File: src/rtl/mem_stage.sv
// rtl/mem_stage.sv - RV32IM memory stage: data-memory access, load alignment, write-back handoff
module mem_stage #(
    parameter int XLEN       = 32,
    parameter int DM_TIMEOUT = 255
) (
    input  logic            clk_in,
    input  logic            reset_in,
    input  logic            cpu_halt,
    input  logic            e2m_valid,
    output logic            e2m_rdy,
    input  logic            e2m_is_ld,
    input  logic            e2m_is_st,
    input  logic [1:0]      e2m_size,
    input  logic            e2m_unsigned,
    input  logic [XLEN-1:0] e2m_addr,
    input  logic [XLEN-1:0] e2m_st_data,
    input  logic            e2m_rd_wr,
    input  logic [4:0]      e2m_rd_addr,
    input  logic [XLEN-1:0] e2m_rd_data,
    output logic            dm_req,
    output logic            dm_we,
    output logic [3:0]      dm_be,
    output logic [XLEN-1:0] dm_addr,
    output logic [XLEN-1:0] dm_wdata,
    input  logic            dm_ack,
    input  logic [XLEN-1:0] dm_rdata,
    output logic            m2w_valid,
    input  logic            m2w_rdy,
    output logic            m2w_rd_wr,
    output logic [4:0]      m2w_rd_addr,
    output logic [XLEN-1:0] m2w_rd_data,
    output logic [1:0]      m2w_exc
);

    localparam logic [1:0] ST_IDLE = 2'd0;
    localparam logic [1:0] ST_MEM  = 2'd1;
    localparam logic [1:0] ST_OUT  = 2'd2;

    localparam int CW = (DM_TIMEOUT < 2) ? 1 : $clog2(DM_TIMEOUT + 1);
    localparam logic [CW-1:0] CNT_LAST = CW'(DM_TIMEOUT - 1);

    localparam logic [1:0] EXC_NONE   = 2'b00;
    localparam logic [1:0] EXC_MIS_LD = 2'b01;
    localparam logic [1:0] EXC_MIS_ST = 2'b10;
    localparam logic [1:0] EXC_TIMEOUT = 2'b11;

    logic [1:0]      state;
    logic [CW-1:0]   to_cnt;
    logic [1:0]      ld_size;
    logic [1:0]      ld_lane;
    logic            ld_uns;

    logic            accept;
    logic            is_mem;
    logic            misaligned;
    logic [3:0]      st_be;
    logic [XLEN-1:0] st_wdata;
    logic [7:0]      ld_byte;
    logic [15:0]     ld_half;
    logic [XLEN-1:0] ld_fmt;

    assign is_mem     = e2m_is_ld | e2m_is_st;
    assign misaligned = ((e2m_size == 2'b01) & e2m_addr[0]) | (e2m_size[1] & (|e2m_addr[1:0]));
    assign e2m_rdy    = reset_in & ~cpu_halt &
                        ((state == ST_IDLE) | ((state == ST_OUT) & m2w_rdy));
    assign accept     = e2m_valid & e2m_rdy;
    assign dm_req     = (state == ST_MEM);
    assign m2w_valid  = (state == ST_OUT);

    // Store lanes: narrow data is replicated so the memory picks it up via dm_be alone.
    always_comb begin
        st_be    = 4'b1111;
        st_wdata = e2m_st_data;
        case (e2m_size)
            2'b00: begin
                st_be    = 4'b0001 << e2m_addr[1:0];
                st_wdata = {(XLEN/8){e2m_st_data[7:0]}};
            end
            2'b01: begin
                st_be    = 4'b0011 << e2m_addr[1:0];
                st_wdata = {(XLEN/16){e2m_st_data[15:0]}};
            end
            default: ;
        endcase
    end

    always_comb begin
        ld_byte = dm_rdata[{ld_lane, 3'b000} +: 8];
        ld_half = dm_rdata[{ld_lane[1], 4'b0000} +: 16];
        case (ld_size)
            2'b00:   ld_fmt = {{(XLEN-8){ld_byte[7] & ~ld_uns}}, ld_byte};
            2'b01:   ld_fmt = {{(XLEN-16){ld_half[15] & ~ld_uns}}, ld_half};
            default: ld_fmt = dm_rdata;
        endcase
    end

    always_ff @(posedge clk_in or negedge reset_in) begin
        if (!reset_in) begin
            state       <= ST_IDLE;
            to_cnt      <= '0;
            ld_size     <= 2'b00;
            ld_lane     <= 2'b00;
            ld_uns      <= 1'b0;
            dm_we       <= 1'b0;
            dm_be       <= 4'b0000;
            dm_addr     <= '0;
            dm_wdata    <= '0;
            m2w_rd_wr   <= 1'b0;
            m2w_rd_addr <= 5'd0;
            m2w_rd_data <= '0;
            m2w_exc     <= EXC_NONE;
        end else if (accept) begin
            to_cnt      <= '0;
            ld_size     <= e2m_size;
            ld_lane     <= e2m_addr[1:0];
            ld_uns      <= e2m_unsigned;
            m2w_rd_addr <= e2m_rd_addr;
            m2w_rd_data <= e2m_rd_data;
            if (is_mem && !misaligned) begin
                state     <= ST_MEM;
                dm_we     <= e2m_is_st;
                dm_be     <= e2m_is_st ? st_be : 4'b0000;
                dm_addr   <= {e2m_addr[XLEN-1:2], 2'b00};
                dm_wdata  <= e2m_is_st ? st_wdata : '0;
                m2w_rd_wr <= e2m_rd_wr & e2m_is_ld;
                m2w_exc   <= EXC_NONE;
            end else begin
                state     <= ST_OUT;
                m2w_rd_wr <= e2m_rd_wr & ~is_mem;
                m2w_exc   <= !is_mem ? EXC_NONE : (e2m_is_ld ? EXC_MIS_LD : EXC_MIS_ST);
            end
        end else begin
            case (state)
                ST_MEM: begin
                    if (dm_ack) begin
                        state <= ST_OUT;
                        if (!dm_we) m2w_rd_data <= ld_fmt;
                    end else if ((DM_TIMEOUT != 0) && (to_cnt == CNT_LAST)) begin
                        state     <= ST_OUT;
                        m2w_rd_wr <= 1'b0;
                        m2w_exc   <= EXC_TIMEOUT;
                    end else begin
                        to_cnt <= to_cnt + 1'b1;
                    end
                end
                ST_OUT: if (m2w_rdy) state <= ST_IDLE;
                default: state <= ST_IDLE;
            endcase
        end
    end

endmodule

File: config.mk
export PLATFORM = sky130hd
export DESIGN_NAME = mem_stage
export DESIGN_NICKNAME = d
export VERILOG_FILES = /design/src/rtl/mem_stage.sv
export SDC_FILE = /design/constraint.sdc
export NUM_CORES = 1
export LEC_CHECK = 0
export CAP_MARGIN = 20
export CORE_AREA = 2 2 88 174
export DETAILED_ROUTE_END_ITERATION = 8
export DIE_AREA = 0 0 90 176
export PLACE_DENSITY = 0.91
export SYNTH_ARGS = -nofsm -noshare
export SYNTH_HDL_FRONTEND = slang
export SYNTH_SLANG_ARGS = --single-unit
File: constraint.sdc
create_clock -name clk_in -period 2.65 [get_ports clk_in]
set_input_delay 0.53 -clock clk_in [delete_from_list [all_inputs] [get_ports clk_in]]
set_output_delay 0.53 -clock clk_in [all_outputs]
set_load 0.01 [all_outputs]
Word-level counts from Yosys, hierarchy flattened
Index checks and enable logic that the tools add are counted.

word-level totals
  bits in registers = 122
  latch bits = 0
  memory bits (writable) = 0
  ROM bits = 0
  bits of input ports = 145
  output and inout bits = 112
  word-level logic and storage cells = 89
  memories kept = 0

operators by class
  add/subtract/negate cells = 1
  $mul = 0
  divide/modulo/power cells = 0
  magnitude comparators = 0
  equal/unequal tests = 10
  shift-type cells = 4
  multiplexer cells = 31
  bitwise operators = 16
  reduce and logical (&&, ||, !) cells = 14

operators by type and width
  kind                   count
  $mux W32               5
  $pmux W32 S2           2
  $mux W8                4
  $shiftx A32 B6 Y16     1
  $shiftx A32 B6 Y8      1
  $mux W2                12
  $and A1 B1 Y1          10
  $reduce_and A3 Y1      3
  $add A8 B1 Y8 const B  1
  $eq A8 B8 Y1 const B   1
  $pmux W4 S2            1
  $eq A2 B1 Y1 const B   3
  $logic_not A2 Y1       3
  $reduce_bool A2 Y1     3
  $mux W1                5
  $mux W4                1
  $ne A2 B1 Y1 const B   2
  $ne A4 B1 Y1 const B   1
  $pmux W2 S2            1
  $reduce_and A2 Y1      2
  $shl A1 B2 Y4 const A  1
  $shl A2 B2 Y4 const A  1
  $ne A3 B1 Y1 const B   1
  $not A1 Y1             3
  other kinds (6)        8

Depth between registers and ports, before layout
Gate-level depths: netlist of run 1.

  depth in word-level cells = 7
  depth in mapped cells = 8
  depth with buffers taken out = 6

Worst setup path before layout of run 1
OpenSTA, ideal clock, no wires.

  path type = input to register
  start point = input port e2m_size[0]
  end point = register dm_addr[10]
  setup time = 0.125 ns
  data arrival time = 1.922 ns
  data required time = 2.525 ns
  slack = 0.603 ns
  stages = 6
  buffers on the path = 2
  path through = nor2_2 -> nor2_1 -> or3_1 -> buf_6 -> buf_6 -> mux2_4

on the way
  word-level cells in the longest chain between the ends = 6

RTL lines
  what                         RTL line  RTL
  from (decl)                  13        input logic [1:0] e2m_size,
  $eq A2 B1 Y1                 63        assign misaligned = ((e2m_size == 2'b01) & e2m_addr[0]) | (e2m_size[1] & (|e2m_addr[1:0]));
  $and A1 B1 Y1                63
  $or A1 B1 Y1                 63
  $logic_not A1 Y1             119       if (is_mem && !misaligned) begin
  $logic_and A1 B1 Y1          119
  $reduce_and A2 Y1 (no line)  --
  to (signal assigned)         123       dm_addr <= {e2m_addr[XLEN-1:2], 2'b00};
  to (decl)                    23        output logic [XLEN-1:0] dm_addr,

Every way passes these cells.
A chain may end at the register's enable or synchronous reset.

Final worst setup path of run 1
  start point = input port m2w_rdy
  end point = output port e2m_rdy

on the way
  word-level cells in the longest chain between the ends = 3

RTL lines
  what           RTL line  RTL
  from (decl)    28        input logic m2w_rdy,
  $and A1 B1 Y1  65        ((state == ST_IDLE) | ((state == ST_OUT) & m2w_rdy));
  $or A1 B1 Y1   65
  $and A1 B1 Y1  64        assign e2m_rdy = reset_in & ~cpu_halt &
  to (decl)      10        output logic e2m_rdy,

Every way passes these cells.

==> results of run 1 <==
path summary, 6_finish.rpt:
check / startpoint / endpoint / cells past startpoint
worst max-delay path: m2w_rdy / e2m_rdy / 4
worst min-delay path: reset_in / dm_wdata[13]$_DFFE_PN0P_ / 2
worst max register to register: state[0]$_DFFE_PN0P_ / dm_wdata[2]$_DFFE_PN0P_ / 5
worst min register to register: to_cnt[7]$_DFFE_PN0P_ / to_cnt[7]$_DFFE_PN0P_ / 1
max in group asynchronous: reset_in / dm_wdata[2]$_DFFE_PN0P_ / 2
min in group clk_in: to_cnt[7]$_DFFE_PN0P_ / to_cnt[7]$_DFFE_PN0P_ / 1
what timing repair did:
action,4_1_cts,5_1_grt
hold buffers,1,0
hold endpoints to repair,6,0
setup buffers,0,0
cell usage in the layout, fill, tap and decap left out, drive strengths merged, types with 2 or more instances in the layout:
cell and instances:
and3 3, nor3b 8, clkbuf 20, conb 2, nor2b 7, nor2 31
ha 2, mux2i 39, a32oi 7, dfrtp 122, nand4bb 2, a221oi 7
o21ai 33, o2bb2ai 20, clkinv 5, mux2 33, a221o 7, nand2 75
clkinvlp 3, or4 2, nand2b 12, or3 2, o31ai 3, bufinv 4
a41oi 16, a21oi 9, nor3 3, clkdlybuf4s50 253, buf 25, a22o 24
inv 4, nand3 21, o211ai 5
power by group through the flow:
stage | registers (W) | logic, W | clock network (W)
floorplan | 0.00288 | 0.000872 | 0
global placement | 0.00272 | 0.00250 | 0
detailed placement | 0.00273 | 0.00257 | 0
CTS | 0.00272 | 0.00258 | 0.00251
global route | 0.00279 | 0.00271 | 0.00260
finish | 0.00273 | 0.00256 | 0.00247
metrics by stage:
stage	hold slack, ns	util (%)	cell area, µm²	instances
final	0.274	66.2	9550	1018
after global routing	0.320	66.2	9550	1018
after CTS	0.325	66.2	9550	1017
after detailed placement	0.383	61.7	8910	985
after global placement	0.383	61.7	8910	985
after floorplan	0.234	-	6090	558
layout make-up:
type                    instances  area [µm²]  area share (%)
repair buffers                279        2780            29.1
multi-input cells             388        2830            29.6
well taps                     192         240            2.52
clock inverters                11         170            1.78
flip-flops and latches        122        3050            32.0
inverters                       5        18.8           0.197
diodes                          1        2.50          0.0262
clock buffers                  20         457            4.78
logic make-up after synthesis:
group,after synthesis,synth area share (%)
flops,122,50.1
buf+inv,48,4.05
xor+xnor,2,0.288
simple gates,173,13.6
fa+ha+maj,2,0.411
compound gates,137,17.1
other cells,1,0.0616
mux,72,14.4
layer usage:
metal	global-route usage [%]	up-vias
li1	-	2559
met1	27.3	2764
met2	47.5	306
met3	6.36	56
met4	10.7	0
met5	0	-
state kept, by name, summed over array words and instances (netlist names):
signal,count
m2w_rd_data,32
dm_be,4
dm_wdata,32
ld_uns,1
state,2
m2w_exc,2
dm_we,1
ld_size,2
ld_lane,2
m2w_rd_addr,5
dm_addr,30
m2w_rd_wr,1
to_cnt,8
worst max-delay path, cell delays in order:
cell and delay (ns):
clkdlybuf4s50_1 0.48, nor2b_1 0.09, nor4b_1 0.26, clkdlybuf4s50_1 0.59
==> implementation parameters, run 1 <==
Parameter                              Value

Drt
  Detailed-routing wirelength on met1 ... 7260 µm
  Detailed-route wire length per cell ... 20.1 µm
  Count of routing violations after the opening detailed-route iteration ... 276
  Total via count in the routed design ... 5,685
  Routed wire length on met3 ... 1420 µm
  Vias per cell ... 5.58
  Number of antenna-violating nets in the routed design ... 0
  Highest routing layer actually used ... met4
  DR pass1 iterations ... 4
  Total detailed-routing wirelength ... 20,500 µm
  Total DRC errors in the routed layout ... 0
  Routed met2 length ... 11,100 µm

Synthesis
  Seq cells post-synth ... 122
  Share of the synthesized area in the top cell type ... 50.1%
  Top cells by area in the synthesized netlist ... dfrtp_1, mux2_4, mux2i_1
  Total number of yosys warnings ... 0
  Most used DFF post-synth ... dfrtp_1
  Mean Syn Cell Area ... 10.9 µm²
  Netlist area before placement ... 6090 µm²
  Yosys top cell by area ... dfrtp_1
  Synth top cells by count ... dfrtp_1, nand2_1, mux2i_1
  Post-synthesis async set-or-reset flop share ... 100%
  Fraction of the yosys area taken by sequential cells ... 50.1%
  Post-Syn Instances ... 557
  Count of unique library cells instantiated by Yosys ... 52
  Number of enable flip-flop cells after synthesis ... 0
  Top-count cell post-synth ... dfrtp_1

Final layout
  Share of final-layout standard cells stronger than drive strength 1 ... 11.6%
  Layout overhead on the synthesized area ... 56.8%
  Final layout net count ... 960
  Fill cell count ... 1,091

Job
  Max-cap check violation count ... 0

Power
  Switching power of the nets ... 0.00223 W
  Power density of the placed cells ... 812 nW/µm²
  Peak supply drop ... 424 µV
  Combinational share of power ... 33.0%
  Standby leakage power ... 4.09 nW
  Post-layout total power ... 0.00776 W
  Switching share of total power ... 28.7%
  Clock network fraction of total power ... 31.8%
  Sequential share of power ... 35.2%
  Internal power of the cells ... 0.00553 W

STA
  Final period demand of the worst path ... 2.49 ns
  Fmax ... 402 MHz
  Max Slew Vio Count ... 0
  Fin Setup TNS ... 0 ns
  Worst Skew ... 0.0105 ns
  Worst slew pin tran ... 0.707 ns
  Relative slew margins ... 52.9%
  Crit path setup slack, layout ... 0.165 ns
  Number of hold violations in the final report ... 0
  Part of the cycle the worst path needs ... 93.8%
  Unrepaired setup endpoints after global routing ... false
  Final setup violation count ... 0

Clock tree
  Clk slew on worst S/H paths ... 0.05 ns
  Clock latency on the worst-skew pair ... 0.41 ns
  Clock root buffer master ... clkbuf_16
  H-tree levels ... 4
  Cts repair resizes ... 0
  Num CTS Buffers ... 17
  Maximum buffer depth of the clock tree ... 2
  TritonCTS clock tree ... yes
  Number of sinks handled by clock tree synthesis ... 122

Floorplanning
  Die span in y ... 176 µm
  Die Wd ... 90 µm
  Core ar. ... 14,400 µm²
  Initial Utilization ... 42.2%
  Area of the die ... 15,800 µm²
  Count of standard-cell rows ... 62
  I/O pin count ... 257

Global route
  Vias in the first global route ... 5,918
  Number of antenna violations at the first check in global routing ... 1
  Congestion Overflow GR ... 0
  Gr usage total ... 25.6%
  Wire length of the first global-routing pass ... 31,800 µm
  Pin count of the biggest net entering global routing ... 117

Critical path
  Kind of launch point of the worst setup path ... input port
  CP Data Arrival Time ... 1.96 ns
  Critical path data required time ... 2.12 ns
  Reg2reg setup slack ... 0.56 ns
  Startpoint-to-endpoint class of the critical path ... in2out
  Critical Path End Type ... output port
  Critical path peak fanout ... 2

Place
  Setup slack at placement ... 0.0619 ns
  Final RePlAce weighted congestion ... 0.879
  Estimated wirelength of the detail-placed design ... 15,200 µm
  Number of buffers added on ports ... 254

Hold path
  Worst Hold Class ... in2async

Outcome
  Result of the run ... completed
(Power assumes the default switching activity.)
==> run 2, diff against run 1 <==
Settings changed: CELL_PAD_IN_SITES_DETAIL_PLACEMENT set to 1, CELL_PAD_IN_SITES_GLOBAL_PLACEMENT set to 2, CORE_AREA 2 2 88 174 to 2 2 112 222, DIE_AREA 0 0 90 176 to 0 0 114 224, PLACE_DENSITY 0.91 to 0.92.
==> implementation parameters, run 2 (same netlist as run 1, synthesis figures left out) <==
Parameter                              Value

Outcome
  Result of the run ... completed

STA
  Max Slew Vio Count ... 0
  Part of the cycle the worst path needs ... 94.1%
  Worst Skew ... 0.00879 ns
  Final setup violation count ... 0
  Fin Setup TNS ... 0 ns
  Number of hold violations in the final report ... 0
  Unrepaired setup endpoints after global routing ... false
  Fmax ... 401 MHz
  Worst slew pin tran ... 0.762 ns
  Relative slew margins ... 49.2%
  Crit path setup slack, layout ... 0.157 ns
  Final period demand of the worst path ... 2.49 ns

Job
  Max-cap check violation count ... 0

Critical path
  Max stage delay cell, worst path ... clkdlybuf4s50_1
  CP Data Arrival Time ... 1.96 ns
  CP top delay family ... buffers and inverters
  Critical Path End Type ... output port
  Critical path peak fanout ... 7
  Critical path data required time ... 2.12 ns
  Startpoint-to-endpoint class of the critical path ... reg2out
  Worst path bufs/invs ... 1
  Series of cell instances along the critical path ... nor2b_1, nor4b_1, clkdlybuf4s50_1
  Kind of launch point of the worst setup path ... flip-flop
  Crit path largest cell delay ... 0.59 ns

Final layout
  Non-Filler Instances ... 1,122
  Fill cell count ... 2,627
  Core occupancy in the finished layout ... 40.5%
  Layout Cell Area excl Fill ... 9650 µm²
  Footprint of the flip-flops and latches ... 3050 µm²
  Most common cell after layout, fill and taps aside ... clkdlybuf4s50_1
  Top flop regs ... dm_wdata: 32 flops, m2w_rd_data: 32 flops, dm_addr: 30 flops
  Top library cells by usage in the layout, fill and taps aside ... clkdlybuf4s50_1, dfrtp_1, nand2_1, mux2i_1, mux2_4
  Layout overhead on the synthesized area ... 58.4%
  Share of final-layout standard cells stronger than drive strength 1 ... 12.4%
  Final layout net count ... 966
  Multi-input gate area ... 2830 µm²

Floorplanning
  Die Wd ... 114 µm
  Area of the die ... 25,500 µm²
  Initial Utilization ... 25.6%
  Core ar. ... 23,800 µm²
  I/O pin count ... 257
  Die span in y ... 224 µm
  Count of standard-cell rows ... 80

Global route
  Pin count of the biggest net entering global routing ... 55
  Vias in the first global route ... 6,279
  Number of antenna violations at the first check in global routing ... 3
  Congestion Overflow GR ... 0
  Wire length of the first global-routing pass ... 36,400 µm
  Gr usage total ... 18.8%

Drt
  Total DRC errors in the routed layout ... 0
  Number of antenna-violating nets in the routed design ... 0
  DR pass1 iterations ... 4
  Count of routing violations after the opening detailed-route iteration ... 217
  Total detailed-routing wirelength ... 23,800 µm
  Detailed-route wire length per cell ... 21.2 µm
  Total via count in the routed design ... 5,636
  Vias per cell ... 5.02

Place
  Final RePlAce weighted congestion ... 0.821
  Cell Count Post-Placement ... 1,086
  Setup slack at placement ... 0.0836 ns
  Estimated wirelength of the detail-placed design ... 17,800 µm
  Post-detailed-placement cell area ... 9050 µm²
  Number of buffers added on ports ... 254

Clock tree
  Clock root buffer master ... clkbuf_16
  H-tree levels ... 4
  Maximum buffer depth of the clock tree ... 2
  Clock latency on the worst-skew pair ... 0.43 ns
  Number of sinks handled by clock tree synthesis ... 122
  TritonCTS clock tree ... yes
  Cts repair resizes ... 0
  Clk slew on worst S/H paths ... 0.06 ns
  Num CTS Buffers ... 17

Hold path
  Worst Hold Class ... in2async

Power
  Power density of the placed cells ... 790 nW/µm²
  Peak supply drop ... 387 µV
  Standby leakage power ... 4.09 nW
-- run 2: changes by cell type in the layout (fill, tap and decap cells not counted), sizes merged --
cell	previous run	this run
bufinv	4	1
clkbuf	20	21
clkinv	5	7
buf	25	31
diode	1	4
-- run 2: per-stage QoR --
| step | power, W | hold slack (ns) |
|---|---|---|
| final | 0.00762 | 0.272 |
| after global routing | 0.00801 | 0.327 |
| after CTS | 0.00772 | 0.294 |
| after detailed placement | 0.00539 | 0.378 |
| after global placement | 0.00530 | 0.376 |
| after floorplan | 0.00375 | 0.234 |
-- run 2: cell type report --
cell class	count	area share, %
Timing Repair Buffer	285	29.1
Multi-Input combinational cell	388	29.3
Sequential cell	122	31.7
Inverter	5	0.195
Clock inverter	10	0.973
Clock buffer	21	4.98
Tap cell	287	3.72
Antenna cell	4	0.104
-- run 2: report_power, final --
part	total (W)	leakage, nW	internal, W	switching, W
clock network	0.00228	0.277	0.00138	0.000898
registers	0.00273	1.52	0.00236	0.000372
logic	0.00261	2.29	0.00156	0.00105
-- run 2: final timing paths --
kind                                        startpoint                           to  slack, ns  depth (start not counted)
worst max-delay path              state[1]$_DFFE_PN0P_                      e2m_rdy       0.16                          3
worst min-delay path                          reset_in     dm_wdata[18]$_DFFE_PN0P_       0.27                          2
worst max register to register  ld_lane[1]$_DFFE_PN0P_  m2w_rd_data[17]$_DFFE_PN0P_       0.47                          6
worst min register to register   to_cnt[7]$_DFFE_PN0P_        to_cnt[7]$_DFFE_PN0P_       0.48                          1
max in group asynchronous                     reset_in         dm_be[0]$_DFFE_PN0P_       1.46                          2
min in group clk_in              to_cnt[7]$_DFFE_PN0P_        to_cnt[7]$_DFFE_PN0P_       0.48                          1
-- run 2: routing by layer --
metal	GRT usage, %	vias up	share of wire, %
met3	4.19	49	4.5
met4	10.1	0	3.8
met5	0	-	0
li1	-	2569	-
met1	20.2	2821	37
met2	33.8	197	55
-- run 2: timing repair --
action,in CTS,in global routing
hold endpoints to repair,14,0
endpoints found under the setup margin,0,0
hold buffers,1,0
buffers inserted,0,0
